### src/rtl/imem_fetch_ctrl.sv
// Instruction fetch controller: one outstanding memory request feeding a 2-entry
// {pc, ins} buffer, with redirect squash handling for in-flight requests.
module imem_fetch_ctrl #(
  parameter logic [31:0] RESET_PC = 32'h0000_0000
) (
  input  logic        CLK,
  input  logic        RESET,
  input  logic        REDIRECT,
  input  logic [31:0] REDIRECT_PC,
  input  logic        DEC_READY,
  output logic        MEM_READ,
  output logic [31:0] MEM_ADDRESS,
  input  logic        MEM_BUSYWAIT,
  input  logic [31:0] MEM_READDATA,
  output logic        INS_VALID,
  output logic [31:0] INS,
  output logic [31:0] INS_PC
);

  typedef enum logic [1:0] {
    StIdle,
    StFetch,
    StSquash
  } state_e;

  state_e      state_q, state_d;
  logic [31:0] fetch_pc_q, fetch_pc_d;
  logic [31:0] mem_addr_q, mem_addr_d;
  logic        mem_read_q, mem_read_d;
  logic [1:0]  count_q, count_d;
  logic [31:0] head_pc_q, head_pc_d;
  logic [31:0] head_ins_q, head_ins_d;
  logic [31:0] tail_pc_q, tail_pc_d;
  logic [31:0] tail_ins_q, tail_ins_d;

  logic        completion;
  logic        push;
  logic        pop;
  logic [31:0] redirect_pc;
  logic [31:0] fetch_pc_inc;
  logic        unused_redirect_pc_lsbs;

  assign completion   = mem_read_q & ~MEM_BUSYWAIT;
  assign push         = completion & (state_q == StFetch);
  assign pop          = (count_q != 2'd0) & DEC_READY;
  assign redirect_pc  = {REDIRECT_PC[31:2], 2'b00};
  // Natural 32-bit overflow gives the FFFF_FFFC -> 0000_0000 wrap.
  assign fetch_pc_inc = fetch_pc_q + 32'd4;

  assign unused_redirect_pc_lsbs = ^REDIRECT_PC[1:0];

  // Fetch buffer: head slot drives the outputs, tail slot holds the second entry.
  always_comb begin
    count_d    = count_q;
    head_pc_d  = head_pc_q;
    head_ins_d = head_ins_q;
    tail_pc_d  = tail_pc_q;
    tail_ins_d = tail_ins_q;
    if (REDIRECT) begin
      // Zero the head so nothing fetched before the redirect is ever visible on INS.
      count_d    = 2'd0;
      head_pc_d  = 32'd0;
      head_ins_d = 32'd0;
    end else begin
      case ({push, pop})
        2'b10: begin
          if (count_q == 2'd0) begin
            head_pc_d  = mem_addr_q;
            head_ins_d = MEM_READDATA;
          end else begin
            tail_pc_d  = mem_addr_q;
            tail_ins_d = MEM_READDATA;
          end
          count_d = count_q + 2'd1;
        end
        2'b01: begin
          // Popping the last entry leaves the head holding its old values.
          if (count_q == 2'd2) begin
            head_pc_d  = tail_pc_q;
            head_ins_d = tail_ins_q;
          end
          count_d = count_q - 2'd1;
        end
        2'b11: begin
          if (count_q == 2'd1) begin
            head_pc_d  = mem_addr_q;
            head_ins_d = MEM_READDATA;
          end else begin
            head_pc_d  = tail_pc_q;
            head_ins_d = tail_ins_q;
            tail_pc_d  = mem_addr_q;
            tail_ins_d = MEM_READDATA;
          end
        end
        default: ;
      endcase
    end
  end

  // Request FSM; count_d is the post-edge occupancy used for the refetch decision.
  always_comb begin
    state_d    = state_q;
    fetch_pc_d = fetch_pc_q;
    mem_addr_d = mem_addr_q;
    unique case (state_q)
      StIdle: begin
        if (REDIRECT) begin
          fetch_pc_d = redirect_pc;
          mem_addr_d = redirect_pc;
          state_d    = StFetch;
        end else if (count_d < 2'd2) begin
          mem_addr_d = fetch_pc_q;
          state_d    = StFetch;
        end
      end
      StFetch: begin
        if (REDIRECT) begin
          fetch_pc_d = redirect_pc;
          if (completion) begin
            mem_addr_d = redirect_pc;
            state_d    = StFetch;
          end else begin
            state_d = StSquash;
          end
        end else if (completion) begin
          fetch_pc_d = fetch_pc_inc;
          if (count_d < 2'd2) begin
            mem_addr_d = fetch_pc_inc;
            state_d    = StFetch;
          end else begin
            state_d = StIdle;
          end
        end
      end
      StSquash: begin
        if (REDIRECT) begin
          fetch_pc_d = redirect_pc;
        end
        if (completion) begin
          mem_addr_d = fetch_pc_d;
          state_d    = StFetch;
        end
      end
      default: state_d = StIdle;
    endcase
  end

  assign mem_read_d = (state_d != StIdle);

  always_ff @(posedge CLK or negedge RESET) begin
    if (!RESET) begin
      state_q    <= StIdle;
      fetch_pc_q <= RESET_PC;
      mem_addr_q <= 32'd0;
      mem_read_q <= 1'b0;
      count_q    <= 2'd0;
      head_pc_q  <= 32'd0;
      head_ins_q <= 32'd0;
      tail_pc_q  <= 32'd0;
      tail_ins_q <= 32'd0;
    end else begin
      state_q    <= state_d;
      fetch_pc_q <= fetch_pc_d;
      mem_addr_q <= mem_addr_d;
      mem_read_q <= mem_read_d;
      count_q    <= count_d;
      head_pc_q  <= head_pc_d;
      head_ins_q <= head_ins_d;
      tail_pc_q  <= tail_pc_d;
      tail_ins_q <= tail_ins_d;
    end
  end

  assign MEM_READ    = mem_read_q;
  assign MEM_ADDRESS = mem_addr_q;
  assign INS_VALID   = (count_q != 2'd0);
  assign INS         = head_ins_q;
  assign INS_PC      = head_pc_q;

endmodule

### config.mk
export PLATFORM = sky130hd
export DESIGN_NAME = imem_fetch_ctrl
export DESIGN_NICKNAME = d
export VERILOG_FILES = /design/src/rtl/imem_fetch_ctrl.sv
export SDC_FILE = /design/constraint.sdc
export NUM_CORES = 1
export LEC_CHECK = 0
export ABC_CLOCK_PERIOD_IN_PS = 4400
export BUFFER_PORTS_ARGS = -buffer_cell sky130_fd_sc_hd__buf_2
export CAP_MARGIN = 20
export CORE_ASPECT_RATIO = 0.8
export CORE_MARGIN = 3
export CORE_UTILIZATION = 40
export DETAILED_ROUTE_END_ITERATION = 8
export PLACE_DENSITY_LB_ADDON = 0.1
export REMOVE_ABC_BUFFERS = 1
export SYNTH_ARGS = -nofsm -noshare
export SYNTH_HDL_FRONTEND = slang
export SYNTH_SLANG_ARGS = --single-unit
### constraint.sdc
create_clock -name CLK -period 4.4 [get_ports CLK]
set_clock_uncertainty 0.2 [all_clocks]
set_input_delay 0.88 -clock CLK [delete_from_list [all_inputs] [get_ports CLK]]
set_output_delay 0.88 -clock CLK [all_outputs]
set_load 0.02 [all_outputs]
## Word level (Yosys, flattened, before mapping)

Cells that the tools add are included.

| word-level totals | value |
|---|---|
| bits in registers | 197 |
| input bits | 69 |
| output and inout bits | 98 |
| word-level logic and storage cells | 85 |

| cells by class | value |
|---|---|
| $add $sub $neg | 3 |
| order comparisons | 1 |
| equality and inequality tests | 16 |
| mux-type cells | 38 |
| bitwise gates (word level) | 5 |
| reduce and logical (&&, ||, !) cells | 13 |

Operators with widths:

| kind | number |
|---|---|
| $mux W32 | 22 |
| $pmux W32 S3 | 3 |
| $pmux W32 S2 | 3 |
| $add A32 B3 Y32 const B | 1 |
| $mux W2 | 7 |
| $ne A3 B3 Y1 const B | 4 |
| $eq A2 B2 Y1 const B | 4 |
| $ne A2 B2 Y1 const B | 4 |
| $reduce_bool A2 Y1 | 4 |
| $eq A2 B1 Y1 const B | 3 |
| $pmux W2 S3 | 1 |
| $reduce_and A5 Y1 | 1 |
| $logic_not A2 Y1 | 2 |
| $pmux W2 S2 | 1 |
| $reduce_and A4 Y1 | 1 |
| $reduce_bool A4 Y1 | 1 |
| $and A1 B1 Y1 | 3 |
| $ne A3 B2 Y1 const B | 1 |
| $reduce_and A3 Y1 | 1 |
| $reduce_bool A3 Y1 | 1 |
| $add A2 B1 Y2 const B | 1 |
| $lt A2 B2 Y1 const B | 1 |
| $not A1 Y1 | 2 |
| $reduce_and A2 Y1 | 1 |
| 3 further kinds | 3 |

## Logic depth before layout (Yosys ltp)

Gate-level depths: netlist of run 1.

| depth | value |
|---|---|
| depth after elaboration | 12 |
| gate-level depth with buffers | 12 |
| mapped depth without buffers | 11 |

## Least setup slack after synthesis of run 1

No wires, ideal clock.

| timing path | value |
|---|---|
| kind | in2reg |
| start point | input MEM_BUSYWAIT |
| end point | register head_ins_q[0], in the netlist INS[0] |
| library setup time | 0.083 ns |
| arrival | 2.997 ns |
| data required time | 4.117 ns |
| path slack | 1.120 ns |
| stages | 10 |
| path buffers | 2 |
| cells stage by stage | nand2b_1 clkbuf_1 nor2_1 inv_1 ha_1 or3_1 a31oi_1 clkbuf_1 nand2_1 o21ai_0 |

| on the way | value |
|---|---|
| word-level cells in the longest chain between the ends | 6 |
| elaborated cells on any way between the ends | 12 |
| classes of those cells | eq/ne (5); mux (2); bitwise (3); reduce/logical (2) |

Ends and longest elaborated chain:

| item | RTL line | source |
|---|---|---|
| from (decl) | 13 | `input logic MEM_BUSYWAIT,` |
| $not A1 Y1 (*) | 43 | `assign completion = mem_read_q & ~MEM_BUSYWAIT;` |
| $and A1 B1 Y1 (*) | 43 |  |
| $and A1 B1 Y1 (*) | 44 | `assign push = completion & (state_q == StFetch);` |
| $eq A2 B1 Y1 / $eq A2 B2 Y1 (equally long branches) | 65 | `case ({push, pop})` |
| $ne A3 B3 Y1 (no line), or another cell as far along | - |  |
| $reduce_and A3 Y1 (no line) / $mux W32 (equally long branches) | - |  |
| to (signal assigned) | 168 | `head_ins_q <= head_ins_d;` |
| to (decl) | 32 | `logic [31:0] head_ins_q, head_ins_d;` |

Every way passes the cells marked *; elsewhere a longest branch is shown, timed or not.
A chain may end at the register's enable or synchronous reset.

## Final worst setup path of run 1

| timing path | value |
|---|---|
| start point | register count_q[0] |
| end point | register mem_addr_q[17], in the netlist MEM_ADDRESS[17] |

| on the way | value |
|---|---|
| word-level cells in the longest chain between the ends | 8 |
| elaborated cells on any way between the ends | 12 |
| classes of those cells | add/sub (2); order compare (1); eq/ne (4); mux (2); bitwise (1); reduce/logical (2) |

Ends and longest elaborated chain:

| item | RTL line | source |
|---|---|---|
| from (decl) | 30 | `logic [1:0] count_q, count_d;` |
| from (signal assigned) | 166 | `count_q <= count_d;` |
| $reduce_bool A2 Y1 | 45 | `assign pop = (count_q != 2'd0) & DEC_READY;` |
| $and A1 B1 Y1 | 45 |  |
| $eq A2 B1 Y1 / $eq A2 B2 Y1 (equally long branches) | 65 |  |
| $pmux W2 S2 (*) | 65 |  |
| $mux W2 (*) | 59 | `if (REDIRECT) begin` |
| $lt A2 B2 Y1 (*) | 111, 127 |  |
| $ne A3 B3 Y1 (no line) / $ne A3 B2 Y1 (equally long branches) | - |  |
| $reduce_and A5 Y1 (no line) (*) | - |  |
| to (signal assigned) | 164 | `mem_addr_q <= mem_addr_d;` |
| to (decl) | 28 | `logic [31:0] mem_addr_q, mem_addr_d;` |

Marks and branches as above.

==> results of run 1 <==
sequential cells by signal (all words and copies together) (netlist names):
signal,count
tail_pc_q,32
tail_ins_q,32
state_q,2
fetch_pc_q,32
INS_PC,32
MEM_READ,1
MEM_ADDRESS,32
count_q,2
INS,32
layer usage:
layer,vias to the layer above,part of all wire,wire length (um)
li1,4057,-,-
met1,4098,0.49,13600
met2,218,0.44,12300
met3,20,0.059,1660
met4,0,0.013,363
met5,-,0,0
cell type report:
type                            instances  area [um2]  share of cell area
Antenna cell                            1        2.50            0.000210
Clock buffer                           26         519              0.0437
Clock inverter                          5        40.0             0.00337
Inverter                               15        56.3             0.00474
Multi-Input combinational cell        750        4850               0.408
Sequential cell                       197        4930               0.415
Tap cell                              318         398              0.0335
Timing Repair Buffer                  188        1100              0.0923
per-stage QoR:
step	hold WS [ns]	total power (W)	area [um2]
2_1_floorplan	0.254	0.00558	9800
3_3_place_gp	0.256	0.00683	11300
3_5_place_dp	0.265	0.00691	11300
4_1_cts	0.280	0.00845	11900
5_1_grt	0.295	0.00899	11900
6_report	0.271	0.00835	11900
worst min-delay path by stage:
stage	start	endpoint	slack (ns)	cells after the start
after global routing	INS[7]$_DFFE_PN0P_	INS[7]$_DFFE_PN0P_	0.30	2
after detailed placement	INS_PC[11]$_DFFE_PN0P_	INS_PC[11]$_DFFE_PN0P_	0.26	2
final	INS_PC[6]$_DFFE_PN0P_	INS_PC[6]$_DFFE_PN0P_	0.27	2
after floorplan	fetch_pc_q[0]$_DFFE_PN0P_	fetch_pc_q[0]$_DFFE_PN0P_	0.25	1
after global placement	INS[10]$_DFFE_PN0P_	INS[10]$_DFFE_PN0P_	0.26	2
after CTS	INS_PC[6]$_DFFE_PN0P_	INS_PC[6]$_DFFE_PN0P_	0.28	2
cells in the final DEF, fill, tap and decap left out, types with 7 or more instances in the layout:
cell	netlist	final
dfrtp_1	197	197
buf_2	22	163
nand2_1	143	142
o21ai_0	107	107
mux2_2	80	80
a22oi_1	67	66
a21oi_1	62	61
nor2_1	47	46
mux2i_1	38	38
nand3_1	24	24
nand4_1	20	20
nor3_1	19	19
clkbuf_16	0	17
buf_4	5	16
inv_1	13	13
or3_1	11	11
nand2b_1	8	8
o22ai_1	8	8
ha_1	8	8
o31ai_1	7	7
a211oi_1	7	7
and3_1	7	7
o22a_1	7	7
nor2b_1	7	7
clkbuf_8	0	7
buf_12	0	7
worst max-delay path: stages (launching register included):
cell and delay, ns:
dfrtp_1 0.40, inv_1 0.08, ha_1 0.23, nor2b_1 0.30, ha_1 0.32, mux2i_1 0.10
a211o_1 0.41, inv_1 0.46, nor2_1 0.13, o32a_1 0.35, o22a_1 0.19
cell families after synthesis:
kind of cell | synth area share
simple gates | 0.147
compound gates | 0.188
flops | 0.484
mux | 0.126
buf+inv | 0.0430
fa+ha+maj | 0.00983
xor+xnor | 0.00172
where the power goes:
part	internal, W	leakage (nW)	switching, W	total, W
sequential	0.00257	2.50	0.000692	0.00326
combinational	0.00145	2.65	0.00214	0.00359
clock	0.000816	0.265	0.000690	0.00151
==> impl_metrics.tcl, run 1 <==
set metrics [dict create \
    status "finished clean" \
    dp_hpwl_um 18300 \
    regToRegSetupSlack_ns 1.13 \
    ys_seq_area_frac 0.484 \
    min_path_type "reg2reg" \
    arrival_ns 3.40 \
    p_per_area_nw_per_um2 703 \
    drv_cap 0 \
    die_w_um 184 \
    p_leak_nw 5.41 \
    io_pins 167 \
    finalSetupTns_ns 0 \
    fp.coreArea_um2 24700 \
    worstSetupPathType "reg2reg" \
    clk_path_buf_depth 2 \
    cts_buffers 17 \
    synth_area_um2 10200 \
    rr_worst_depth 10 \
    synth_edf_count 0 \
    cp-endpoint "MEM_ADDRESS[17]$_DFFE_PN0P_" \
    synth.most_common_cell "dfrtp_1" \
    use_met1 0.299 \
    drt-total-wl_um 27900 \
    syn_inst 1051 \
    via_per_inst 5.60 \
    netlist_top_cells_area "dfrtp_1 48%, mux2_2 8.8%, nand2_1 5.3%" \
    drtPass1Iterations 5 \
    grt-busiest-layer "met2" \
    synth_warnings 0 \
    clk_pin_slew_ns 0.07 \
    crit_start "count_q[0]$_DFFE_PN0P_" \
    antenna_found_initial 1 \
    die_h_um 149 \
    num_vias 8393 \
    drtIter0Drc 606 \
    cts_hold_buffers 0 \
    cts-root-buf "clkbuf_16" \
    async_flop_share 1.00 \
    setup_ws_ns 1.13 \
    timing.fmax_ghz 0.305 \
    path_max_fanout 18 \
    grt_max_degree 81 \
    met2_usage 0.319 \
    grt_pass1_wl_um 44900 \
    cp.required_ns 4.53 \
    area.growth.synth_to_final_pct 16.8 \
    setup_viol 0 \
    drc 0 \
    fp.dieArea_um2 27400 \
    post-route-period-util 0.744 \
    drive_gt1_frac 0.263 \
    syn-mean-instance-area_um2 9.69 \
    rsz0062_at_grt "no" \
    r2r-end "MEM_ADDRESS[17]$_DFFE_PN0P_" \
    post-cts-setup-buffer-count 0 \
    synth_largest_area_cell "dfrtp_1" \
    finalMaxSlewViolations 0 \
    wire_per_inst_um 18.6 \
    cp-start-kind "flip-flop" \
    cts_tree "built" \
    clkLatencyLatePin_ns 0.44 \
    synth.distinct_cells 61 \
    layout_min_cycle_time_ns 3.27 \
    dp_cells 1467 \
    hold_violations 0 \
    track_usage 0.207 \
    worst_pin_slew_ns 1.17 \
    synth_common_cells "197 x dfrtp_1, 143 x nand2_1, 107 x o21ai_0" \
    ys_ff_latch 197 \
    use_met3 0.0443 \
    port-buffer-count 164 \
    fin_cells 1500 \
    ir_worst_vdd_mv 0.316 \
    cts_resized 0 \
    postRouteAntennaNets 0 \
    place_ws_ns 0.655 \
    final_util 0.481 \
    synth_ff_type "dfrtp_1" \
    grt_pass1_vias 8043 \
    fillers 2415 \
    r2r-start "count_q[0]$_DFFE_PN0P_" \
    cp-end-kind "flip-flop" \
    start_util 0.412 \
    cts_htree_levels 4 \
    place_congestion 0.795 \
    yosysTopAreaCellShare 0.484 \
    layout.nets 1246 \
    grt_remaining_overflow 0 \
    rows 51 \
    tritoncts_num_sinks 197 \
    relSlewSlack 0.210 \
]
No activity file was read; power rests on OpenSTA's default activity.
==> run 2: changes to the inputs <==
--- a/config.mk
+++ b/config.mk
@@ -5,7 +5,8 @@
 export SDC_FILE = /design/constraint.sdc
 export NUM_CORES = 1
 export LEC_CHECK = 0
-export ABC_CLOCK_PERIOD_IN_PS = 4400
+export ABC_AREA = 1
+export ABC_CLOCK_PERIOD_IN_PS = 3330
 export BUFFER_PORTS_ARGS = -buffer_cell sky130_fd_sc_hd__buf_2
 export CAP_MARGIN = 20
 export CORE_ASPECT_RATIO = 0.8
==> constraint.sdc (replaced) <==
create_clock -name CLK -period 3.33 [get_ports CLK]
set_clock_uncertainty 0.2 [all_clocks]
set_input_delay 0.666 -clock CLK [delete_from_list [all_inputs] [get_ports CLK]]
set_output_delay 0.666 -clock CLK [all_outputs]
set_load 0.02 [all_outputs]
==> run 2 against run 1 <==
  * The run now ends with negative hold slack left
  * Synthesized area rose by 2.2%
  * Sequential cell count stayed put
  * Final cell count grew 27%
  * Combinational power is 52% higher
  * Fmax increased by 18%
  * Via count up 13%
  * Worst setup slack got worse by 0.57 ns
  * Largest cell class unchanged
==> impl_metrics.tcl, run 2 <==
set metrics [dict create \
    status "finished with violations" \
    violations "negative hold slack" \
    crit_start "count_q[0]$_DFFE_PN0P_" \
    postRouteAntennaNets 0 \
    whs_ns -0.00106 \
    antenna_found_initial 1 \
    rsz0062_at_grt "no" \
    fp.coreArea_um2 25400 \
    crit_slowest_cell "dfrtp_1" \
    clkPwrFrac 0.178 \
    r2r-end "INS[5]$_DFFE_PN0P_" \
    p_leak_nw 6.05 \
    fillers 2632 \
    drtPass1Iterations 5 \
    setup_ws_ns 0.552 \
    cts-root-buf "clkbuf_16" \
    cp-start-kind "flip-flop" \
    p_per_area_nw_per_um2 969 \
    rr_worst_depth 13 \
    layout_min_cycle_time_ns 2.78 \
    min_path_type "in2async" \
    cp-endpoint "INS[5]$_DFFE_PN0P_" \
    clkLatencyLatePin_ns 0.45 \
    cts_buffers 17 \
    relSlewSlack 0.462 \
    wire_per_inst_um 15.5 \
    ys_ff_latch 197 \
    grt_max_degree 129 \
    num_vias 9485 \
    timing.fmax_ghz 0.360 \
    post-cts-setup-buffer-count 0 \
    start_util 0.409 \
    place_ws_ns 0.329 \
    ys_seq_area_frac 0.474 \
    regToRegSetupSlack_ns 0.55 \
    internal_power_w 0.00620 \
    drt-total-wl_um 29500 \
    path_buf_inv 5 \
    rows 52 \
    arrival_ns 2.94 \
    synth_edf_count 0 \
    yosysTopAreaCellShare 0.474 \
    fp.dieArea_um2 28000 \
    drive_gt1_frac 0.157 \
    cp-end-kind "flip-flop" \
    synth.distinct_cells 35 \
    sequentialPowerShare 0.357 \
    netlist_top_cells_area "dfrtp_1 47%, nand2_1 17%, o21ai_0 7.7%" \
    crit_family "buffers and inverters" \
    final_util 0.476 \
    cts_resized 0 \
    clk_path_buf_depth 2 \
    path_cells "inv_1 > ha_1 > inv_1 > nand2_2 > inv_2 > ha_1 > nor2_1 > a22oi_2 > nand2_1 > inv_2 > buf_4 > nand2_1 > o21ai_0" \
    synth_common_cells "459 x nand2_1, 197 x dfrtp_1, 185 x inv_1" \
    async_flop_share 1.00 \
    synth_warnings 0 \
    post-route-period-util 0.834 \
    grt_remaining_overflow 0 \
    drtIter0Drc 721 \
    final_cell_mix "459 x nand2_1, 197 x dfrtp_1, 184 x inv_1" \
    slowest_delay_ns 0.39 \
    die_h_um 150 \
    port-buffer-count 164 \
    layout.nets 1616 \
    pwr-share-comb 0.465 \
    place_congestion 0.844 \
    synth_ff_type "dfrtp_1" \
    grt_pass1_vias 8747 \
    clk_pin_slew_ns 0.07 \
    r2r-start "count_q[0]$_DFFE_PN0P_" \
    cts_tree "built" \
    track_usage 0.214 \
    p_switching_w 0.00554 \
    hold_violations 1 \
    io_pins 167 \
    synth_area_um2 10400 \
    syn_inst 1414 \
    finalMaxSlewViolations 0 \
    die_w_um 186 \
    synth_largest_area_cell "dfrtp_1" \
    worst_pin_slew_ns 0.807 \
    cts_hold_buffers 0 \
    dp_hpwl_um 18200 \
    area.growth.synth_to_final_pct 16.5 \
    via_per_inst 4.98 \
    cts_htree_levels 4 \
    cp.required_ns 3.50 \
    drc 0 \
    path_max_fanout 27 \
    synth.most_common_cell "nand2_1" \
    tritoncts_num_sinks 197 \
    ir_worst_vdd_mv 0.825 \
    grt_pass1_wl_um 47000 \
    syn-mean-instance-area_um2 7.36 \
    swShare 0.472 \
    worstSetupPathType "reg2reg" \
    drv_cap 0 \
    layout_commonest_cell "nand2_1" \
    setup_viol 0 \
    path_depth 13 \
]
## run 2: metrics by stage
step                      cells  setup TNS, ns  area, um2  total power (W)  hold slack [ns]
final                      1904              0      12100           0.0117         -0.00106
after global routing       1904              0      12100           0.0128           0.0370
after CTS                  1903              0      12100           0.0118           0.0173
after detailed placement   1871              0      11500          0.00972            0.273
after global placement     1871              0      11500          0.00963            0.266
after floorplan            1336        -357.80       9980          0.00766            0.170
## run 2: worst reg2reg max path: cells and delay by family (launching register included)
kind            cells  cell delay, ns
compound gates      2            0.37
fa+ha+maj           2            0.51
flops               1            0.39
buf+inv             5            0.78
simple gates        4            0.46
## run 2: worst min-delay path by stage
stage	start	to	slack, ns	cells after the start
after CTS	RESET	INS[6]$_DFFE_PN0P_	0.02	1
final	RESET	INS[4]$_DFFE_PN0P_	-0.001	1
after detailed placement	tail_pc_q[11]$_DFFE_PN0P_	tail_pc_q[11]$_DFFE_PN0P_	0.27	2
after global routing	RESET	INS[4]$_DFFE_PN0P_	0.04	1
after floorplan	RESET	INS[0]$_DFFE_PN0P_	0.17	0
after global placement	tail_pc_q[0]$_DFFE_PN0P_	tail_pc_q[0]$_DFFE_PN0P_	0.27	2
## run 2: area by class of cell
class / count / area, um2 / share of cell area
multi-input cells: 947 / 4350 / 0.359
well taps: 351 / 439 / 0.0363
repair buffers: 184 / 1080 / 0.0891
clock inverters: 13 / 136 / 0.0113
inverters: 192 / 721 / 0.0595
flip-flops and latches: 197 / 4930 / 0.407
clock buffers: 19 / 453 / 0.0374
diodes: 1 / 2.50 / 0.000207
## run 2: logic make-up after synthesis
kind of cell             Yosys count  share of synthesized area
AND/OR/NAND/NOR                  612                      0.237
buffers and inverters            270                      0.109
flip-flops                       197                      0.474
multiplexers                       2                    0.00193
adder cells (fa/ha/maj)            8                    0.00963
AO/OA/AOI/OAI                    325                      0.168
## run 2: routing by layer
| metal | up-vias | GRT usage | routed length (um) |
|---|---|---|---|
| li1 | 4782 | - | - |
| met1 | 4428 | 0.317 | 14800 |
| met2 | 244 | 0.316 | 12600 |
| met3 | 31 | 0.0415 | 1650 |
| met4 | 0 | 0.0625 | 516 |
| met5 | - | 0 | 0 |
## run 2: power by group through the flow
| stage | registers, W | clock network (W) | logic [W] |
|---|---|---|---|
| 2_1_floorplan | 0.00472 | 0 | 0.00294 |
| 3_3_place_gp | 0.00422 | 0 | 0.00542 |
| 3_5_place_dp | 0.00424 | 0 | 0.00548 |
| 4_1_cts | 0.00420 | 0.00214 | 0.00551 |
| 5_1_grt | 0.00434 | 0.00223 | 0.00620 |
| 6_report | 0.00419 | 0.00209 | 0.00545 |
